===== src/rtl/seven_seg_pkg.sv =====
// Shared types and glyph table for the multiplexed 7-segment scanner.
// Glyphs are {a,b,c,d,e,f,g}, active-low (0 = segment lit).
package seven_seg_pkg;

    localparam logic [6:0] SEG_BLANK = 7'h7F;

    typedef enum logic {
        BLANK = 1'b0,
        SHOW  = 1'b1
    } scan_state_t;

    function automatic logic [6:0] hex_to_glyph(input logic [3:0] nib);
        logic [6:0] g;
        case (nib)
            4'h0:    g = 7'b0000001;
            4'h1:    g = 7'b1001111;
            4'h2:    g = 7'b0010010;
            4'h3:    g = 7'b0000110;
            4'h4:    g = 7'b1001100;
            4'h5:    g = 7'b0100100;
            4'h6:    g = 7'b0100000;
            4'h7:    g = 7'b0001111;
            4'h8:    g = 7'b0000000;
            4'h9:    g = 7'b0000100;
            4'hA:    g = 7'b0001000;
            4'hB:    g = 7'b1100000;
            4'hC:    g = 7'b0110001;
            4'hD:    g = 7'b1000010;
            4'hE:    g = 7'b0110000;
            default: g = 7'b0111000;
        endcase
        return g;
    endfunction

endpackage


===== src/rtl/hex_to_seg.sv =====
// Purpose: nibble to active-low 7-segment glyph decoder.
// Latency: combinational, zero cycles.
// Backpressure: none; pure function of its input.
module hex_to_seg
    import seven_seg_pkg::*;
(
    input  logic [3:0] nibble,
    output logic [6:0] glyph
);

    assign glyph = hex_to_glyph(nibble);

endmodule


===== src/rtl/seven_seg_scanner.sv =====
// Purpose: time-multiplexed N-digit common-anode driver with dead time, LZ blanking, tear-free update.
// Latency: seg/anode registered, one cycle behind the prescaler slot/phase that produced them.
// Backpressure: none; load is a fire-and-forget strobe, display refreshes at a fixed frame rate.
module seven_seg_scanner
    import seven_seg_pkg::*;
#(
    parameter int NUM_DIGITS   = 2,
    parameter int DIV_WIDTH    = 11,
    parameter int BLANK_CYCLES = 16
) (
    input  logic                            clk,
    input  logic                            reset,
    input  logic [4*NUM_DIGITS-1:0]         digits_i,
    input  logic                            load,
    input  logic [NUM_DIGITS-1:0]           digit_en,
    input  logic                            lz_blank,
    output logic [6:0]                      seg,
    output logic [NUM_DIGITS-1:0]           anode,
    output logic [$clog2(NUM_DIGITS)-1:0]   digit_idx,
    output logic                            frame_start
);

    localparam int IDX_W = $clog2(NUM_DIGITS);
    localparam logic [DIV_WIDTH-1:0]  CNT_MAX    = '1;
    localparam logic [DIV_WIDTH-1:0]  CNT_PRE    = CNT_MAX - 1'b1;
    localparam logic [DIV_WIDTH-1:0]  BLANK_LAST = DIV_WIDTH'(BLANK_CYCLES - 1);
    localparam logic [IDX_W-1:0]      LAST_IDX   = IDX_W'(NUM_DIGITS - 1);
    localparam logic [NUM_DIGITS-1:0] ONE_HOT0   = NUM_DIGITS'(1);

    logic [DIV_WIDTH-1:0]    cnt;
    logic [4*NUM_DIGITS-1:0] staging;
    logic [4*NUM_DIGITS-1:0] shadow;
    scan_state_t             state;

    logic       slot_wrap;
    logic       frame_wrap;
    logic       lz_dark;
    logic       digit_dark;
    logic [3:0] cur_nib;
    logic [6:0] cur_glyph;

    assign slot_wrap  = (cnt == CNT_MAX);
    assign frame_wrap = slot_wrap && (digit_idx == LAST_IDX);
    assign cur_nib    = shadow[{digit_idx, 2'b00} +: 4];

    // Shifting out the lower nibbles leaves exactly nibbles idx..N-1; all-zero means a leading zero.
    assign lz_dark    = lz_blank && (digit_idx != '0) && ((shadow >> {digit_idx, 2'b00}) == '0);
    assign digit_dark = !digit_en[digit_idx] || lz_dark;

    hex_to_seg u_hex_to_seg (
        .nibble (cur_nib),
        .glyph  (cur_glyph)
    );

    always_ff @(posedge clk or posedge reset) begin
        if (reset) begin
            cnt         <= '0;
            digit_idx   <= '0;
            state       <= BLANK;
            seg         <= SEG_BLANK;
            anode       <= '1;
            staging     <= '0;
            shadow      <= '0;
            frame_start <= 1'b0;
        end else begin
            cnt <= cnt + 1'b1;
            if (slot_wrap)
                digit_idx <= (digit_idx == LAST_IDX) ? '0 : digit_idx + 1'b1;

            // Registered one cycle early so the pulse lines up with the frame-wrap cycle.
            frame_start <= (cnt == CNT_PRE) && (digit_idx == LAST_IDX);

            if (load)
                staging <= digits_i;
            if (frame_wrap)
                shadow <= load ? digits_i : staging;

            if (slot_wrap)
                state <= (BLANK_CYCLES == 0) ? SHOW : BLANK;
            else if (cnt == BLANK_LAST)
                state <= SHOW;

            if (state == SHOW && !digit_dark) begin
                seg   <= cur_glyph;
                anode <= ~(ONE_HOT0 << digit_idx);
            end else begin
                seg   <= SEG_BLANK;
                anode <= '1;
            end
        end
    end

endmodule


===== config.mk =====
export PLATFORM = sky130hd
export DESIGN_NAME = seven_seg_scanner
export DESIGN_NICKNAME = d
export VERILOG_FILES = /design/src/rtl/seven_seg_pkg.sv /design/src/rtl/hex_to_seg.sv /design/src/rtl/seven_seg_scanner.sv
export SDC_FILE = /design/constraint.sdc
export NUM_CORES = 1
export LEC_CHECK = 0
export BUFFER_PORTS_ARGS = -buffer_cell sky130_fd_sc_hd__buf_2
export CORE_MARGIN = 2
export CORE_UTILIZATION = 56
export CTS_CLUSTER_SIZE = 16
export DETAILED_ROUTE_END_ITERATION = 8
export GPL_ROUTABILITY_DRIVEN = 0
export GPL_TIMING_DRIVEN = 1
export PLACE_DENSITY = 0.78
export SLEW_MARGIN = 20
export SYNTH_ARGS = -nofsm -noshare
export SYNTH_HDL_FRONTEND = slang
export SYNTH_SLANG_ARGS = --single-unit

===== constraint.sdc =====
create_clock -name clk -period 2.4 [get_ports clk]
set_input_delay 0.12 -clock clk [delete_from_list [all_inputs] [get_ports clk]]
set_output_delay 0.12 -clock clk [all_outputs]
set_load 0.01 [all_outputs]

==> results of run 1 <==
layer usage:
metal	part of all wire [%]	up-vias
met5	0	-
met4	2.8	0
met3	4.3	11
met2	49	33
met1	44	623
li1	-	608
cell families (layout without fill, tap and decap cells):
group,after synthesis,in the layout,share of synthesized area (%)
AO/OA/AOI/OAI,16,16,6.14
buffers and inverters,15,45,3.76
multiplexers,24,24,14.0
XOR/XNOR,12,12,5.54
flip-flops,39,39,52.0
AND/OR/NAND/NOR,42,42,13.3
adder cells (fa/ha/maj),8,8,5.28
registers in the layout, indices dropped and copies added (netlist names):
register     count
staging          8
seg              7
anode            2
shadow           8
frame_start      1
cnt             11
digit_idx        1
state            1
through the flow:
step / total power, mW / setup slack [ps] / area [um2] / util (%)
floorplan: 0.804 / 379 / 1900 / -
global placement: 0.841 / 655 / 2050 / 62.5
detailed placement: 0.847 / 600 / 2050 / 62.5
CTS: 1.38 / 590 / 2180 / 66.5
global route: 1.43 / 340 / 2180 / 66.5
finish: 1.37 / 613 / 2180 / 66.5
layout make-up:
type                    instances  area, um2
fillers                       272       1100
well taps                      46       57.6
multi-input cells             102        838
repair buffers                 30        173
inverters                       7       26.3
clock inverters                 2       60.1
flip-flops and latches         39        987
clock buffers                   6       41.3
repair_timing:
item	4_1_cts	5_1_grt
setup buffers	0	0
endpoints found under the hold margin	32	0
hold buffers	3	0
setup endpoints to repair	0	0
critical path, delay by kind of cell (launching register included):
family	cells	cell delay, ps
adder cells (fa/ha/maj)	1	290
multiplexers	1	420
AO/OA/AOI/OAI	1	150
flip-flops	1	430
AND/OR/NAND/NOR	3	390
cells in the mapped netlist, types with 2 or more instances:
| cell type | count | share of area [%] |
|---|---|---|
| nand2_1 | 10 | 2.0 |
| dfrtp_1 | 30 | 40 |
| mux2i_1 | 7 | 3.7 |
| nand3_1 | 8 | 2.1 |
| and2b_1 | 2 | 0.79 |
| mux2_2 | 16 | 9.5 |
| a22o_1 | 2 | 0.92 |
| ha_1 | 8 | 5.3 |
| o21ai_0 | 2 | 0.53 |
| nand3b_1 | 2 | 0.79 |
| and3_2 | 2 | 0.79 |
| xor2_1 | 2 | 0.92 |
| nand4_1 | 4 | 1.3 |
| dfstp_2 | 9 | 12 |
| buf_2 | 6 | 1.6 |
| o211ai_1 | 3 | 1.2 |
| inv_1 | 7 | 1.4 |
| o221ai_1 | 2 | 0.92 |
| nor2_1 | 4 | 0.79 |
| xnor2_1 | 10 | 4.6 |
power breakdown:
part           internal (mW)  total [mW]  switching (mW)
Combinational         0.0602       0.125          0.0644
Sequential             0.695       0.712          0.0174
Clock                  0.325       0.534           0.209
worst paths after layout:
check                              to  cells past startpoint  slack (ps)         from
setup reg to reg               seg[4]                      6         610    digit_idx
setup / recovery               seg[4]                      6         610    digit_idx
min in group asynchronous   shadow[6]                      4         410        reset
hold / removal             staging[4]                      2          20  digits_i[4]
max in group asynchronous      seg[5]                      4        1630        reset
hold reg to reg                cnt[0]                      1         500       cnt[0]
==> results.py, run 1 <==
metrics = {
    "timing": {
        "finalHoldViolCount": 0,
        "skew_ps": 8.68,
        "tightest_slew_ps": 473,
        "drv_slew": 0,
        "rsz0062_at_grt": "no",
        "setup_viol": 0,
        "min_period_ps": 1790,
        "max_freq_mhz": 559,
        "finalSetupTns_ps": 0,
        "maxSlewHeadroom_pct": 67.6,
        "holdWs_ps": 18.7,
        "period_share_pct": 74.5,
    },
    "drt": {
        "wire_per_inst_um": 13.8,
        "drc": 0,
        "ant_nets": 0,
        "via_per_inst": 5.50,
        "routed_wl_mm": 3.21,
        "drt_iter0_markers": 41,
        "num_vias": 1275,
        "first_pass_iters": 4,
    },
    "floorplan": {
        "die_w_um": 62.2,
        "boundaryPins": 25,
        "start_util_pct": 57.8,
        "fp.dieH_um": 62.2,
        "num_rows": 21,
        "die-area_um2": 3870,
        "core_area_um2": 3280,
    },
    "yosys": {
        "synth_area_um2": 1900,
        "ys_types": 40,
        "yosys_warnings": 0,
        "synth_fp_nets": 178,
        "synth-edff-count": 0,
        "syn_avg_cell_area_um2": 12.2,
        "async_flop_share_pct": 100,
        "synth_cells": 156,
        "synth-seq-cells": 39,
        "ys.flop_type": "dfrtp_1",
        "yosysSeqAreaShare_pct": 52.0,
    },
    "final_layout": {
        "drive_above_1_share_pct": 34.9,
        "final_common_cell": "dfrtp_1",
        "most-common-layout-cells": "30 x dfrtp_1, 24 x buf_2, 16 x mux2_2",
        "stdcell_count": 232,
        "areaGrowthSynthToFinish_pct": 15.1,
        "nets": 207,
        "insertedDiodeCount": 0,
    },
    "clocking": {
        "cts.clk_slew.worst_paths_ps": 110,
        "cts_tree": "yes",
        "cts.sinks": 39,
        "cts_root_buffer": "clkbuf_4",
        "numCtsBuffers": 5,
        "post_cts_resized": 0,
        "clock_latency_ps": 340,
        "cts_max_level": 2,
        "cts_buffer_depth": 2,
    },
    "pwr": {
        "ir_worst_vdd_v": 0.000438,
        "pwr_density_cell_nw_per_um2": 628,
        "power_leakage_nw": 0.994,
    },
    "global_routing": {
        "grt.overflow.total": 0,
        "grt_use_total_pct": 18.7,
        "grt_max_degree": 40,
        "grt_pass1_wl_mm": 5.74,
        "grt_pass1_vias": 1259,
        "use_met1_pct": 23.4,
        "grt_use_met2_pct": 30.0,
        "antenna_found_initial": 0,
        "busiest_layer": "met2",
        "grt_util_met3_pct": 4.53,
    },
    "outcome": {
        "status": "finished, final reports clean",
    },
    "place": {
        "dp_hpwl_mm": 2.37,
        "placed_cells": 221,
        "portBuffers": 24,
    },
    "flow_run": {
        "cap_violations": 0,
    },
    "hold_path": {
        "hold_path.class": "in2reg",
    },
    "setup_path": {
        "crit_chain": "mux2i_1 -> ha_1 -> nand4bb_1 -> nand4_1 -> nand2_1 -> o311ai_0",
        "slowest_delay_ps": 430,
        "cp_max_fo": 7,
        "end_kind": "flop",
        "cp.arrival_ps": 2030,
        "cp.required_ps": 2640,
        "slowest_stage": "dfrtp_1",
        "critical_path_class": "reg2reg",
        "critPathLaunchType": "flop",
    },
}
(Power assumes the default switching activity.)
==> run 2, diff against run 1 <==
CORE_UTILIZATION = 51   (was 56)
PLACE_DENSITY = 0.75   (was 0.78)
clock period = 1.5 ns   (was 2.4 ns; I/O delays follow)
==> results.py, run 2 (synthesized netlist as in run 1, its figures left out) <==
metrics = {
    "place": {
        "pre_cts_slack_ps": -98.3,
        "placed_cells": 235,
        "dp_hpwl_mm": 2.54,
        "portBuffers": 24,
    },
    "timing": {
        "holdWs_ps": 28.9,
        "maxSlewHeadroom_pct": 68.0,
        "period_share_pct": 103,
        "setup_viol": 7,
        "setup_ws_ps": -39.6,
        "finalHoldViolCount": 0,
        "min_period_ps": 1540,
        "drv_slew": 0,
        "skew_ps": 5.77,
        "max_freq_mhz": 650,
        "tightest_slew_ps": 479,
        "rsz0062_at_grt": "yes",
    },
    "final_layout": {
        "final_common_cell": "dfrtp_1",
        "nets": 218,
        "top_regs": "cnt (11), shadow (8), staging (8)",
        "regMostFlops": "cnt",
        "drive_above_1_share_pct": 46.7,
        "most-common-layout-cells": "29 x dfrtp_1, 24 x buf_2, 16 x mux2_2",
        "stdcell_count": 245,
        "areaGrowthSynthToFinish_pct": 23.1,
        "largest_reg_flops": 11,
        "insertedDiodeCount": 0,
    },
    "drt": {
        "first_pass_iters": 4,
        "ant_nets": 0,
        "via_per_inst": 5.37,
        "wire_per_inst_um": 14.5,
        "num_vias": 1315,
        "routed_wl_mm": 3.56,
        "drc": 0,
        "drt_iter0_markers": 46,
    },
    "setup_path": {
        "cp_max_fo": 7,
        "crit_chain": "mux2i_4 -> ha_2 -> nand4bb_1 -> nand4_1 -> nand2_2 -> o311ai_1",
        "cp.arrival_ps": 1730,
        "cp.required_ps": 1690,
        "critical_path_class": "reg2reg",
        "crit_family": "flip-flops",
        "end_kind": "flop",
        "critPathBufInv": 0,
        "slowest_delay_ps": 440,
        "critPathLaunchType": "flop",
        "crit_start": "digit_idx",
        "r2r_start": "digit_idx",
        "slowest_stage": "dfrtp_2",
    },
    "pwr": {
        "ir_worst_vdd_v": 0.000646,
        "p_comb_share_pct": 10.9,
        "clockPowerShare_pct": 36.3,
        "pwr_density_cell_nw_per_um2": 925,
        "pwr-share-seq_pct": 52.9,
        "switchingPower_mw": 0.509,
        "p_sw_share_pct": 23.6,
        "total_power_mw": 2.16,
        "power.internal_mw": 1.65,
        "power_leakage_nw": 1.05,
    },
    "hold_path": {
        "hold_path.class": "in2reg",
        "hold_path.startpoint": "digits_i[4]",
    },
    "clocking": {
        "numCtsBuffers": 5,
        "cts_root_buffer": "clkbuf_8",
        "clock_latency_ps": 290,
        "cts.clk_slew.worst_paths_ps": 80,
        "cts_tree": "yes",
        "cts_buffer_depth": 2,
        "cts.sinks": 39,
        "cts_max_level": 2,
    },
    "floorplan": {
        "boundaryPins": 25,
        "start_util_pct": 52.6,
        "fp.dieH_um": 65.0,
        "core_area_um2": 3610,
        "num_rows": 22,
        "die_w_um": 65.0,
        "die-area_um2": 4220,
    },
    "outcome": {
        "status": "finished, violations left",
        "violations": "negative setup slack",
    },
    "global_routing": {
        "grt_use_total_pct": 19.6,
        "grt_max_degree": 40,
        "grt_pass1_vias": 1359,
        "antenna_found_initial": 0,
        "grt_pass1_wl_mm": 6.14,
        "grt.overflow.total": 0,
    },
    "flow_run": {
        "cap_violations": 0,
    },
}
[run 2: cell count changes in the layout (fill, tap and decap cells not counted), moves of 3 or more]
cell / delta
buf_4: +12
clkbuf_8: +7
clkbuf_4: -5
ha_1: -3
mux2i_1: -3
[run 2: worst paths after layout]
| check | end | slack, ps | cells after the start |
|---|---|---|---|
| max in group asynchronous | seg[2] | 710 | 4 |
| worst max-delay path | seg[4] | -40 | 6 |
| min in group asynchronous | cnt[2] | 440 | 4 |
| worst max register to register | seg[4] | -40 | 6 |
| worst min register to register | cnt[8] | 500 | 1 |
| worst min-delay path | staging[4] | 30 | 2 |
[run 2: routing by layer]
layer  share of wire, %  track usage, %
met4                2.0            9.31
met2                 47            29.9
met1                 45            25.7
met5                  0               0
met3                5.2            5.73
[run 2: metrics by stage]
| stage | setup TNS, ps | area [um2] | util [%] |
|---|---|---|---|
| floorplan | -1030 | 1960 | - |
| global placement | -225 | 2190 | 60.9 |
| detailed placement | -609 | 2190 | 60.9 |
| CTS | -191 | 2320 | 64.5 |
| global route | -901 | 2330 | 64.7 |
| finish | -116 | 2330 | 64.7 |
[run 2: layout make-up]
| class | instances | area [um2] |
|---|---|---|
| fillers | 265 | 1270 |
| flip-flops and latches | 39 | 988 |
| multi-input cells | 102 | 903 |
| repair buffers | 41 | 253 |
| clock buffers | 7 | 96.3 |
| well taps | 48 | 60.1 |
| inverters | 7 | 26.3 |
| clock inverters | 1 | 7.51 |
[run 2: repair_timing]
action | in CTS | in global routing
hold buffers | 2 | 0
hold endpoints to repair | 31 | 0
resized for setup | 3 | 4
buffers inserted | 0 | 0
setup endpoints to repair | 15 | 15
pin swaps | 0 | 5
[run 2: worst register-to-register path, stage by stage, from the launching register on]
cell	delay, ps
dfrtp_2	440
mux2i_4	290
ha_2	240
nand4bb_1	110
nand4_1	130
nand2_2	120
o311ai_1	110
[run 2: power groups by stage]
stage / clock (mW) / combinational [mW] / sequential, mW
floorplan: 0 / 0.138 / 1.16
finish: 0.783 / 0.235 / 1.14
detailed placement: 0 / 0.229 / 1.16
global route: 0.856 / 0.260 / 1.15
CTS: 0.796 / 0.237 / 1.14
global placement: 0 / 0.221 / 1.16
